## src/rtl/vx_ag_tcu_uop_dispatch_if.sv

```systemverilog
// Interface for the decode-to-ibuffer uop dispatch stage.
//
// Groups the three buses around vx_ag_tcu_uop_dispatch:
//   in_*   : decoded instruction stream (valid/ready) from decode
//   out_*  : packet stream (valid/ready) toward the ibuffer
//   seq_*  : control and data exchanged with the external uop sequencer
//   busy, perf_uops : status outputs of the stage
//
// Modports:
//   slave  : view taken by the dispatch stage itself
//   master : view taken by the surrounding environment (decode, ibuffer, sequencer)
interface vx_ag_tcu_uop_dispatch_if #(
    parameter int unsigned DATA_W = 128,
    parameter int unsigned PERF_W = 32
) ();

    logic              in_valid;
    logic [DATA_W-1:0] in_data;
    logic              in_is_uop;
    logic              in_ready;

    logic              out_valid;
    logic [DATA_W-1:0] out_data;
    logic              out_ready;

    logic [DATA_W-1:0] seq_ibuf_in;
    logic              seq_start;
    logic              seq_next;
    logic              seq_done;
    logic [DATA_W-1:0] seq_ibuf_out;

    logic              busy;
    logic [PERF_W-1:0] perf_uops;

    modport slave (
        input  in_valid, in_data, in_is_uop, out_ready, seq_done, seq_ibuf_out,
        output in_ready, out_valid, out_data, seq_ibuf_in, seq_start, seq_next,
               busy, perf_uops
    );

    modport master (
        output in_valid, in_data, in_is_uop, out_ready, seq_done, seq_ibuf_out,
        input  in_ready, out_valid, out_data, seq_ibuf_in, seq_start, seq_next,
               busy, perf_uops
    );

endinterface

```

## src/rtl/vx_ag_tcu_uop_dispatch.sv

```systemverilog
// Decode-to-ibuffer stage expanding AG-TCU macro-instructions into micro-ops.
//
// Plain instructions pass through a one-entry output register (1 cycle latency).
// AG-TCU macro-ops are captured in a hold register, the external sequencer is
// kicked with seq_start, and its uops are forwarded one per output handshake,
// with seq_next advancing the sequencer, until the uop flagged by seq_done is sent.
//
// Ports:
//   clk          : clock
//   reset        : synchronous active-high reset (also resets the sequencer externally)
//   dispatch_io  : slave view of vx_ag_tcu_uop_dispatch_if
//                  (in_* decode stream, out_* ibuffer stream, seq_* sequencer link,
//                   busy and perf_uops status)
module vx_ag_tcu_uop_dispatch #(
    parameter int unsigned DATA_W = 128,
    parameter int unsigned PERF_W = 32
) (
    input  logic                    clk,
    input  logic                    reset,
    vx_ag_tcu_uop_dispatch_if.slave dispatch_io
);

    typedef enum logic [1:0] {
        StIdle,
        StStart,
        StUop
    } state_e;

    state_e            state_q, state_d;
    logic              pass_valid_q, pass_valid_d;
    logic [DATA_W-1:0] pass_data_q, pass_data_d;
    logic [DATA_W-1:0] hold_q, hold_d;
    logic [PERF_W-1:0] perf_q, perf_d;

    logic              in_ready;
    logic              out_valid;
    logic [DATA_W-1:0] out_data;
    logic              seq_start;
    logic              seq_next;
    logic              in_fire;
    logic              out_fire;

    always_comb begin
        state_d      = state_q;
        pass_valid_d = pass_valid_q;
        pass_data_d  = pass_data_q;
        hold_d       = hold_q;
        perf_d       = perf_q;
        in_ready     = 1'b0;
        out_valid    = 1'b0;
        out_data     = pass_data_q;
        seq_start    = 1'b0;
        seq_next     = 1'b0;

        // Handshake-side outputs per state.
        unique case (state_q)
            StIdle: begin
                // ~pass_valid | out_ready equals "pass empty or draining this cycle",
                // which is exactly the extra condition a uop-flagged input needs.
                in_ready  = ~pass_valid_q | dispatch_io.out_ready;
                out_valid = pass_valid_q;
            end
            StStart: begin
                out_valid = pass_valid_q;
            end
            StUop: begin
                out_valid = 1'b1;
                out_data  = dispatch_io.seq_ibuf_out;
                seq_next  = dispatch_io.out_ready;
            end
            default: ;
        endcase

        // Reset aborts at once: no accepts, no output, no sequencer advance.
        if (reset) begin
            in_ready  = 1'b0;
            out_valid = 1'b0;
            seq_next  = 1'b0;
        end

        in_fire  = dispatch_io.in_valid & in_ready;
        out_fire = out_valid & dispatch_io.out_ready;

        // Next-state and register updates.
        case (state_q)
            StIdle: begin
                if (out_fire) begin
                    pass_valid_d = 1'b0;
                end
                if (in_fire && !dispatch_io.in_is_uop) begin
                    pass_valid_d = 1'b1;
                    pass_data_d  = dispatch_io.in_data;
                end
                if (in_fire && dispatch_io.in_is_uop) begin
                    hold_d    = dispatch_io.in_data;
                    seq_start = 1'b1;
                    state_d   = StStart;
                end
            end
            StStart: begin
                if (out_fire) begin
                    pass_valid_d = 1'b0;
                end
                // Wait here while a plain packet is still stuck in the pass register.
                if (!(pass_valid_q && !out_fire)) begin
                    state_d = StUop;
                end
            end
            StUop: begin
                if (out_fire) begin
                    perf_d = perf_q + 1'b1;
                    if (dispatch_io.seq_done) begin
                        state_d = StIdle;
                    end
                end
            end
            default: begin
                state_d = StIdle;
            end
        endcase
    end

    always_ff @(posedge clk) begin
        if (reset) begin
            state_q      <= StIdle;
            pass_valid_q <= 1'b0;
            pass_data_q  <= '0;
            hold_q       <= '0;
            perf_q       <= '0;
        end else begin
            state_q      <= state_d;
            pass_valid_q <= pass_valid_d;
            pass_data_q  <= pass_data_d;
            hold_q       <= hold_d;
            perf_q       <= perf_d;
        end
    end

    assign dispatch_io.in_ready    = in_ready;
    assign dispatch_io.out_valid   = out_valid;
    assign dispatch_io.out_data    = out_data;
    assign dispatch_io.seq_ibuf_in = hold_q;
    assign dispatch_io.seq_start   = seq_start;
    assign dispatch_io.seq_next    = seq_next;
    assign dispatch_io.busy        = (state_q != StIdle);
    assign dispatch_io.perf_uops   = perf_q;

endmodule

```

## src/flat_wrapper.sv

```systemverilog
// flat-port wrapper written by rule: the top's interface ports become plain ports
module vx_ag_tcu_uop_dispatch_flat 
#(
    parameter int unsigned DATA_W = 128,
    parameter int unsigned PERF_W = 32
)
  (clk, reset, dispatch_io_in_valid, dispatch_io_in_data, dispatch_io_in_is_uop, dispatch_io_out_ready, dispatch_io_seq_done, dispatch_io_seq_ibuf_out, dispatch_io_in_ready, dispatch_io_out_valid, dispatch_io_out_data, dispatch_io_seq_ibuf_in, dispatch_io_seq_start, dispatch_io_seq_next, dispatch_io_busy, dispatch_io_perf_uops);
  vx_ag_tcu_uop_dispatch_if #(.DATA_W(DATA_W), .PERF_W(PERF_W)) dispatch_io_i ();
  input  logic clk;
  input  logic reset;
  input wire logic [$bits(dispatch_io_i.in_valid)-1:0] dispatch_io_in_valid;
  input wire logic [$bits(dispatch_io_i.in_data)-1:0] dispatch_io_in_data;
  input wire logic [$bits(dispatch_io_i.in_is_uop)-1:0] dispatch_io_in_is_uop;
  input wire logic [$bits(dispatch_io_i.out_ready)-1:0] dispatch_io_out_ready;
  input wire logic [$bits(dispatch_io_i.seq_done)-1:0] dispatch_io_seq_done;
  input wire logic [$bits(dispatch_io_i.seq_ibuf_out)-1:0] dispatch_io_seq_ibuf_out;
  output wire logic [$bits(dispatch_io_i.in_ready)-1:0] dispatch_io_in_ready;
  output wire logic [$bits(dispatch_io_i.out_valid)-1:0] dispatch_io_out_valid;
  output wire logic [$bits(dispatch_io_i.out_data)-1:0] dispatch_io_out_data;
  output wire logic [$bits(dispatch_io_i.seq_ibuf_in)-1:0] dispatch_io_seq_ibuf_in;
  output wire logic [$bits(dispatch_io_i.seq_start)-1:0] dispatch_io_seq_start;
  output wire logic [$bits(dispatch_io_i.seq_next)-1:0] dispatch_io_seq_next;
  output wire logic [$bits(dispatch_io_i.busy)-1:0] dispatch_io_busy;
  output wire logic [$bits(dispatch_io_i.perf_uops)-1:0] dispatch_io_perf_uops;
  assign dispatch_io_i.in_valid = dispatch_io_in_valid;
  assign dispatch_io_i.in_data = dispatch_io_in_data;
  assign dispatch_io_i.in_is_uop = dispatch_io_in_is_uop;
  assign dispatch_io_i.out_ready = dispatch_io_out_ready;
  assign dispatch_io_i.seq_done = dispatch_io_seq_done;
  assign dispatch_io_i.seq_ibuf_out = dispatch_io_seq_ibuf_out;
  assign dispatch_io_in_ready = dispatch_io_i.in_ready;
  assign dispatch_io_out_valid = dispatch_io_i.out_valid;
  assign dispatch_io_out_data = dispatch_io_i.out_data;
  assign dispatch_io_seq_ibuf_in = dispatch_io_i.seq_ibuf_in;
  assign dispatch_io_seq_start = dispatch_io_i.seq_start;
  assign dispatch_io_seq_next = dispatch_io_i.seq_next;
  assign dispatch_io_busy = dispatch_io_i.busy;
  assign dispatch_io_perf_uops = dispatch_io_i.perf_uops;
  vx_ag_tcu_uop_dispatch #(.DATA_W(DATA_W), .PERF_W(PERF_W)) u_core (.clk(clk), .reset(reset), .dispatch_io(dispatch_io_i));
endmodule
```

## config.mk

```make
export PLATFORM = sky130hd
export DESIGN_NAME = vx_ag_tcu_uop_dispatch_flat
export DESIGN_NICKNAME = d
export VERILOG_FILES = /design/src/rtl/vx_ag_tcu_uop_dispatch_if.sv /design/src/rtl/vx_ag_tcu_uop_dispatch.sv /design/src/flat_wrapper.sv
export SDC_FILE = /design/constraint.sdc
export NUM_CORES = 1
export LEC_CHECK = 0
export BUFFER_PORTS_ARGS = -buffer_cell sky130_fd_sc_hd__clkbuf_2
export CAP_MARGIN = 20
export CORE_AREA = 3 3 217 219
export CTS_CLUSTER_DIAMETER = 60
export DETAILED_ROUTE_END_ITERATION = 7
export DIE_AREA = 0 0 220 222
export PLACE_DENSITY = 0.55
export SYNTH_ARGS = -nofsm -noshare
export SYNTH_HDL_FRONTEND = slang
export SYNTH_SLANG_ARGS = --single-unit
```

## constraint.sdc

```tcl
create_clock -name clk -period 2.25 [get_ports clk]
set_input_delay 0.3375 -clock clk [delete_from_list [all_inputs] [get_ports clk]]
set_output_delay 0.3375 -clock clk [all_outputs]
set_load 0.02 [all_outputs]
```

* After elaboration in Yosys (flattened, before gate mapping)
Index checks and enable logic that the tools add are counted.
** Word-level totals
- Register bits after elaboration :: 291
- Bits of input ports :: 262
- Output and inout port bits :: 293
** Cells by class
- $add $sub $neg :: 1
- Equal/unequal tests :: 6
- Multiplexer cells :: 17
- Bitwise operators :: 4
- Reductions and logical operators :: 13
** Operator list (count)
- 128-bit 2-to-1 mux :: 1
- 32-bit by 1-bit adder with 32-bit output (second input constant) :: 1
- 1-bit 2-to-1 mux :: 9
- 2-bit 2-to-1 mux :: 4
- 2-bit one-hot mux with 3 select lines :: 1
- 2-bit AND reduction :: 3
- 2-bit by 1-bit != test with 1-bit output (second input constant) :: 2
- 2-bit != test (second input constant) :: 2
- 1-bit one-hot mux with 2 select lines :: 2
- 4-bit AND reduction :: 1
- 2-bit nonzero test :: 2
- 1-bit logical AND :: 3
- 1-bit bitwise AND :: 2
- 2-bit by 1-bit == test with 1-bit output (second input constant) :: 1
- 2-bit == test (second input constant) :: 1
- 1-bit logical NOT :: 2
- 2-bit logical NOT :: 1
- 2-bit OR reduction :: 1
- 1-bit NOT :: 1
- 1-bit bitwise OR :: 1

* Longest topological paths before layout
- Depth after elaboration :: 9
- Depth in mapped cells :: 8
- Gate-level depth less buffers :: 5

* Worst setup path before layout
OpenSTA, ideal clock, no wires.
- Path kind :: register -> register
- Start :: register u_core.perf_q[0], in the netlist u_core.dispatch_io.perf_uops[0]
- End :: register u_core.perf_q[28], in the netlist u_core.dispatch_io.perf_uops[28]
- Library setup time :: 0.070 ns
- Arrival time :: 2.121 ns
- Path slack :: 0.059 ns
- Cell stages (with the launch flop) :: 7
- Path buffers :: 1
- Cell sequence :: dfxtp_1 ha_1 nand4b_4 or4_1 buf_2 or4_1 a21oi_1
** On the way
- Longest elaborated chain between the ends :: 1
** RTL lines
- start, declared :: RTL line vx_ag_tcu_uop_dispatch.sv:33 : logic [PERF_W-1:0] perf_q, perf_d;
- start signal, assigned :: RTL line vx_ag_tcu_uop_dispatch.sv:135 : perf_q <= perf_d;
- 32-bit by 1-bit adder with 32-bit output :: RTL line vx_ag_tcu_uop_dispatch.sv:111 : perf_d = perf_q + 1'b1;
Every way passes these cells.
A chain may end at the register's enable or synchronous reset.

* Worst setup path after layout
- Start :: register u_core.state_q[1]
- End :: output port dispatch_io_out_data[16]
** On the way
- Longest elaborated chain between the ends :: 2
** RTL lines
- start, declared :: RTL line vx_ag_tcu_uop_dispatch.sv:29 : state_e state_q, state_d;
- start signal, assigned :: RTL line vx_ag_tcu_uop_dispatch.sv:125 : state_q <= StIdle;
- start signal, assigned :: RTL line vx_ag_tcu_uop_dispatch.sv:131 : state_q <= state_d;
- 2-bit == test :: RTL line vx_ag_tcu_uop_dispatch.sv:56 : unique case (state_q)
- 128-bit 2-to-1 mux :: RTL line vx_ag_tcu_uop_dispatch.sv:56
- end, declared :: RTL line flat_wrapper.sv:19 : output wire logic [$bits(dispatch_io_i.out_data)-1:0] dispatch_io_out_data;
Every way passes these cells.

==> flow_metrics.py <==
metrics = {
    "worst_setup_path": {
        "crit_path_max_fanout": 6,
        "rr_startpoint": "u_core.state_q[0]$_SDFFE_PP0P_",
        "required_ns": 1.91,
        "critical_path_class": "register to output port",
        "startpoint": "u_core.state_q[1]$_SDFFE_PP0P_",
        "r2r_slack_ns": 0.12,
        "crit_arrival_ns": 2.03,
        "start_kind": "register",
        "end_kind": "output port",
        "r2r-end": "u_core.dispatch_io.perf_uops[27]$_SDFFE_PP0P_",
        "worstRegToRegCells": 6,
    },
    "synthesis": {
        "synth_seq_area_share_pct": 45.4,
        "synth_xor_area_share_pct": 0.615,
        "synth_edf_count": 0,
        "ys_types": 37,
        "syn_nets": 1789,
        "synth_top_family_by_area": "compound AO/OA/AOI/OAI gates",
        "async_flop_share_pct": 0,
        "synth.avg_cell_area_um2": 8.40,
        "ys_ff_latch": 291,
        "synth_ff_type": "dfxtp_1",
        "ys.warnings.count": 0,
        "synthMuxAreaShare_pct": 11.3,
        "syn_area_um2": 12800,
        "synth-compound-area-share_pct": 22.3,
        "synthSimpleGateAreaFrac_pct": 14.7,
        "synth-adder-area-share_pct": 0.0976,
        "syn_inst": 1526,
    },
    "place": {
        "portBuffers": 554,
        "dp_hpwl_mm": 33.8,
        "dpl.cell_count": 2569,
        "place_congestion": 0.861,
        "place_area_um2": 16400,
    },
    "cells_and_area": {
        "area_delta_synth_final_pct": 50.5,
        "n_antenna_cell": 0,
        "final_core_util_pct": 42.6,
        "finalNetCount": 2304,
        "stdcell_area_um2": 19300,
        "fin_cells": 2664,
        "n_fill_cell": 4466,
        "drive_above_1_share_pct": 40.8,
    },
    "sta": {
        "fmax_ghz": 0.422,
        "fin_crit_sh_pct": 105,
        "rsz0062_at_grt": "true",
        "skew_ns": 0.0237,
        "drv_slew": 0,
        "relSlewSlack_pct": 34.4,
        "worstMarginPinSlew_ns": 0.984,
        "fin_crit_ns": 2.37,
        "setup_ws_ns": -0.119,
        "hold_viol": 0,
        "setup_violations": 105,
        "whs_ns": 0.0534,
    },
    "power": {
        "swShare_pct": 26.5,
        "p_comb_share_pct": 15.2,
        "pwr-share-clk_pct": 42.8,
        "p_leak_nw": 7.91,
        "switching_power_mw": 3.41,
        "intPower_mw": 9.44,
        "p_seq_share_pct": 42.0,
        "power.density_nw_per_um2": 666,
        "peakVddDrop_v": 0.000533,
        "power_mw": 12.9,
    },
    "flow_run": {
        "maxCapViolations": 0,
    },
    "clock_tree": {
        "cts.htree.levels": 2,
        "clk_latency_ns": 0.52,
        "cts_tree": "built",
        "clk_pin_slew_worst_paths_ns": 0.06,
        "ctsLongestPathBuffers": 3,
        "clkSinkCount": 291,
        "numCtsBuffers": 36,
        "cts_root_buffer": "clkbuf_16",
    },
    "grt": {
        "grt.total_usage_pct": 19.2,
        "antenna_found_initial": 0,
        "grt_max_degree": 157,
        "overflow": 0,
        "grt_pass1_wl_mm": 75.1,
        "grt_pass1_vias": 13100,
    },
    "floorplan": {
        "dieArea_um2": 48800,
        "die_h_um": 222,
        "ios": 555,
        "initial_core_util_pct": 28.3,
        "fp.dieW_um": 220,
        "rows": 78,
        "core_area_um2": 45300,
    },
    "route": {
        "drcViolationCount": 0,
        "final_antenna_net_count": 0,
        "via_per_inst": 5.20,
        "vias": 13900,
        "drt-wirelength-per-cell_um": 19.5,
        "drt-pass1-iter-count": 7,
        "routed_wl_mm": 51.9,
        "drtIter0Drc": 1136,
    },
    "run_status": {
        "outcome": "finished, violations left",
        "failed_checks": "negative setup slack",
    },
    "min_path": {
        "worstHoldPathType": "input pin to register",
        "hp-start": "dispatch_io_in_data[12]",
        "hold_depth": 3,
        "hold_end": "u_core.pass_data_q[12]$_SDFFE_PP0P_",
    },
}
[layout make-up]
type / count / area [um^2] / area share, %
Sequential cell: 291 / 5830 / 30.2
Tap cell: 600 / 751 / 3.89
Inverter: 13 / 53.8 / 0.279
Clock buffer: 54 / 1070 / 5.54
Clock inverter: 7 / 45.0 / 0.233
Multi-Input combinational cell: 1054 / 6690 / 34.7
Timing Repair Buffer: 645 / 4850 / 25.2
[critical path, stage by stage, from the launching register on]
cell and delay (ns):
dfxtp_4 0.34, nor2b_4 0.17, buf_6 0.12, buf_12 0.14
buf_12 0.14, buf_8 0.13, mux2_4 0.31, buf_8 0.13
[power groups by stage]
stage / Clock (mW) / Combinational [mW] / Sequential, mW
floorplan: 0 / 0.818 / 5.57
global placement: 0 / 1.62 / 5.51
detailed placement: 0 / 1.64 / 5.51
CTS: 5.66 / 1.79 / 5.40
global route: 5.85 / 2.10 / 5.41
finish: 5.50 / 1.96 / 5.40
[cell usage after synthesis, drive strengths merged (6+ instances only)]
cell	instances	area share (%)
dfxtp	291	45
a21oi	275	11
o21ai	268	10
nand3	264	10
clkbuf	152	4.5
mux2	129	11
buf	16	0.67
nand2	16	0.47
nor2	16	0.47
inv	13	0.38
or4	13	0.76
or3	11	0.54
xnor2	8	0.55
o31ai	6	0.35
[layout by cell type, fill, tap and decap left out, types with 3 or more instances in the layout]
cell type	n
or3_1	11
mux2_2	30
nand4_1	5
o31ai_1	6
nand2_1	16
buf_4	44
nor2_1	14
and4_1	3
buf_16	7
nor2b_1	3
o41ai_1	4
clkbuf_2	435
a21oi_1	275
clkbuf_1	9
xnor2_1	8
clkbuf_8	19
nand3_1	264
clkinv_2	4
o311ai_0	4
dfxtp_1	289
buf_2	17
inv_1	12
or2_2	4
clkbuf_16	42
nor4_1	4
inv_6	3
mux2_4	99
buf_12	28
o21ai_0	268
nor3_1	3
buf_8	34
or4_1	12
buf_6	64
[worst max-delay path by stage]
| stage | slack [ns] | endpoint | cells after the start |
|---|---|---|---|
| after floorplan | 0.06 | u_core.dispatch_io.perf_uops[28]$_SDFFE_PP0P_ | 6 |
| after global placement | 0.17 | u_core.dispatch_io.perf_uops[31]$_SDFFE_PP0P_ | 4 |
| after detailed placement | 0.12 | u_core.dispatch_io.perf_uops[22]$_SDFFE_PP0P_ | 4 |
| after CTS | -0.20 | dispatch_io_out_data[6] | 7 |
| after global routing | -0.20 | dispatch_io_out_data[14] | 7 |
| final | -0.12 | dispatch_io_out_data[16] | 7 |
[cells by family (layout without fill, tap and decap cells)]
| family | Yosys count | after routing |
|---|---|---|
| flip-flops | 291 | 291 |
| AND/OR/NAND/NOR | 355 | 355 |
| buffers and inverters | 181 | 719 |
| adder cells (fa/ha/maj) | 1 | 1 |
| XOR/XNOR | 9 | 9 |
| multiplexers | 129 | 129 |
| AO/OA/AOI/OAI | 560 | 560 |
[per-layer routing]
layer	wire length, um	track usage (%)	up-vias
met3	3920	4.81	75
met2	25900	33.1	549
met4	1320	6.98	0
li1	-	-	6559
met1	20800	23.0	6672
met5	0	0	-
[timing repair]
| item | CTS | global route |
|---|---|---|
| pin swaps | 1 | 2 |
| resized for setup | 152 | 292 |
| endpoints found under the setup margin | 129 | 131 |
| hold buffers | 0 | 0 |
| gates cloned | 8 | 6 |
| hold endpoints to repair | 0 | 0 |
| setup buffers | 13 | 11 |
[state kept, by name, summed over array words and instances (netlist names)]
name,cells
u_core.pass_valid_q,1
u_core.pass_data_q,128
u_core.dispatch_io.seq_ibuf_in,128
u_core.dispatch_io.perf_uops,32
u_core.state_q,2
[through the flow]
step           setup slack [ns]  setup TNS [ns]
2_1_floorplan            0.0586               0
3_3_place_gp              0.165               0
3_5_place_dp              0.120               0
4_1_cts                  -0.196          -14.19
5_1_grt                  -0.202          -15.23
6_report                 -0.119           -5.84
No activity file was read; power rests on OpenSTA's default activity.
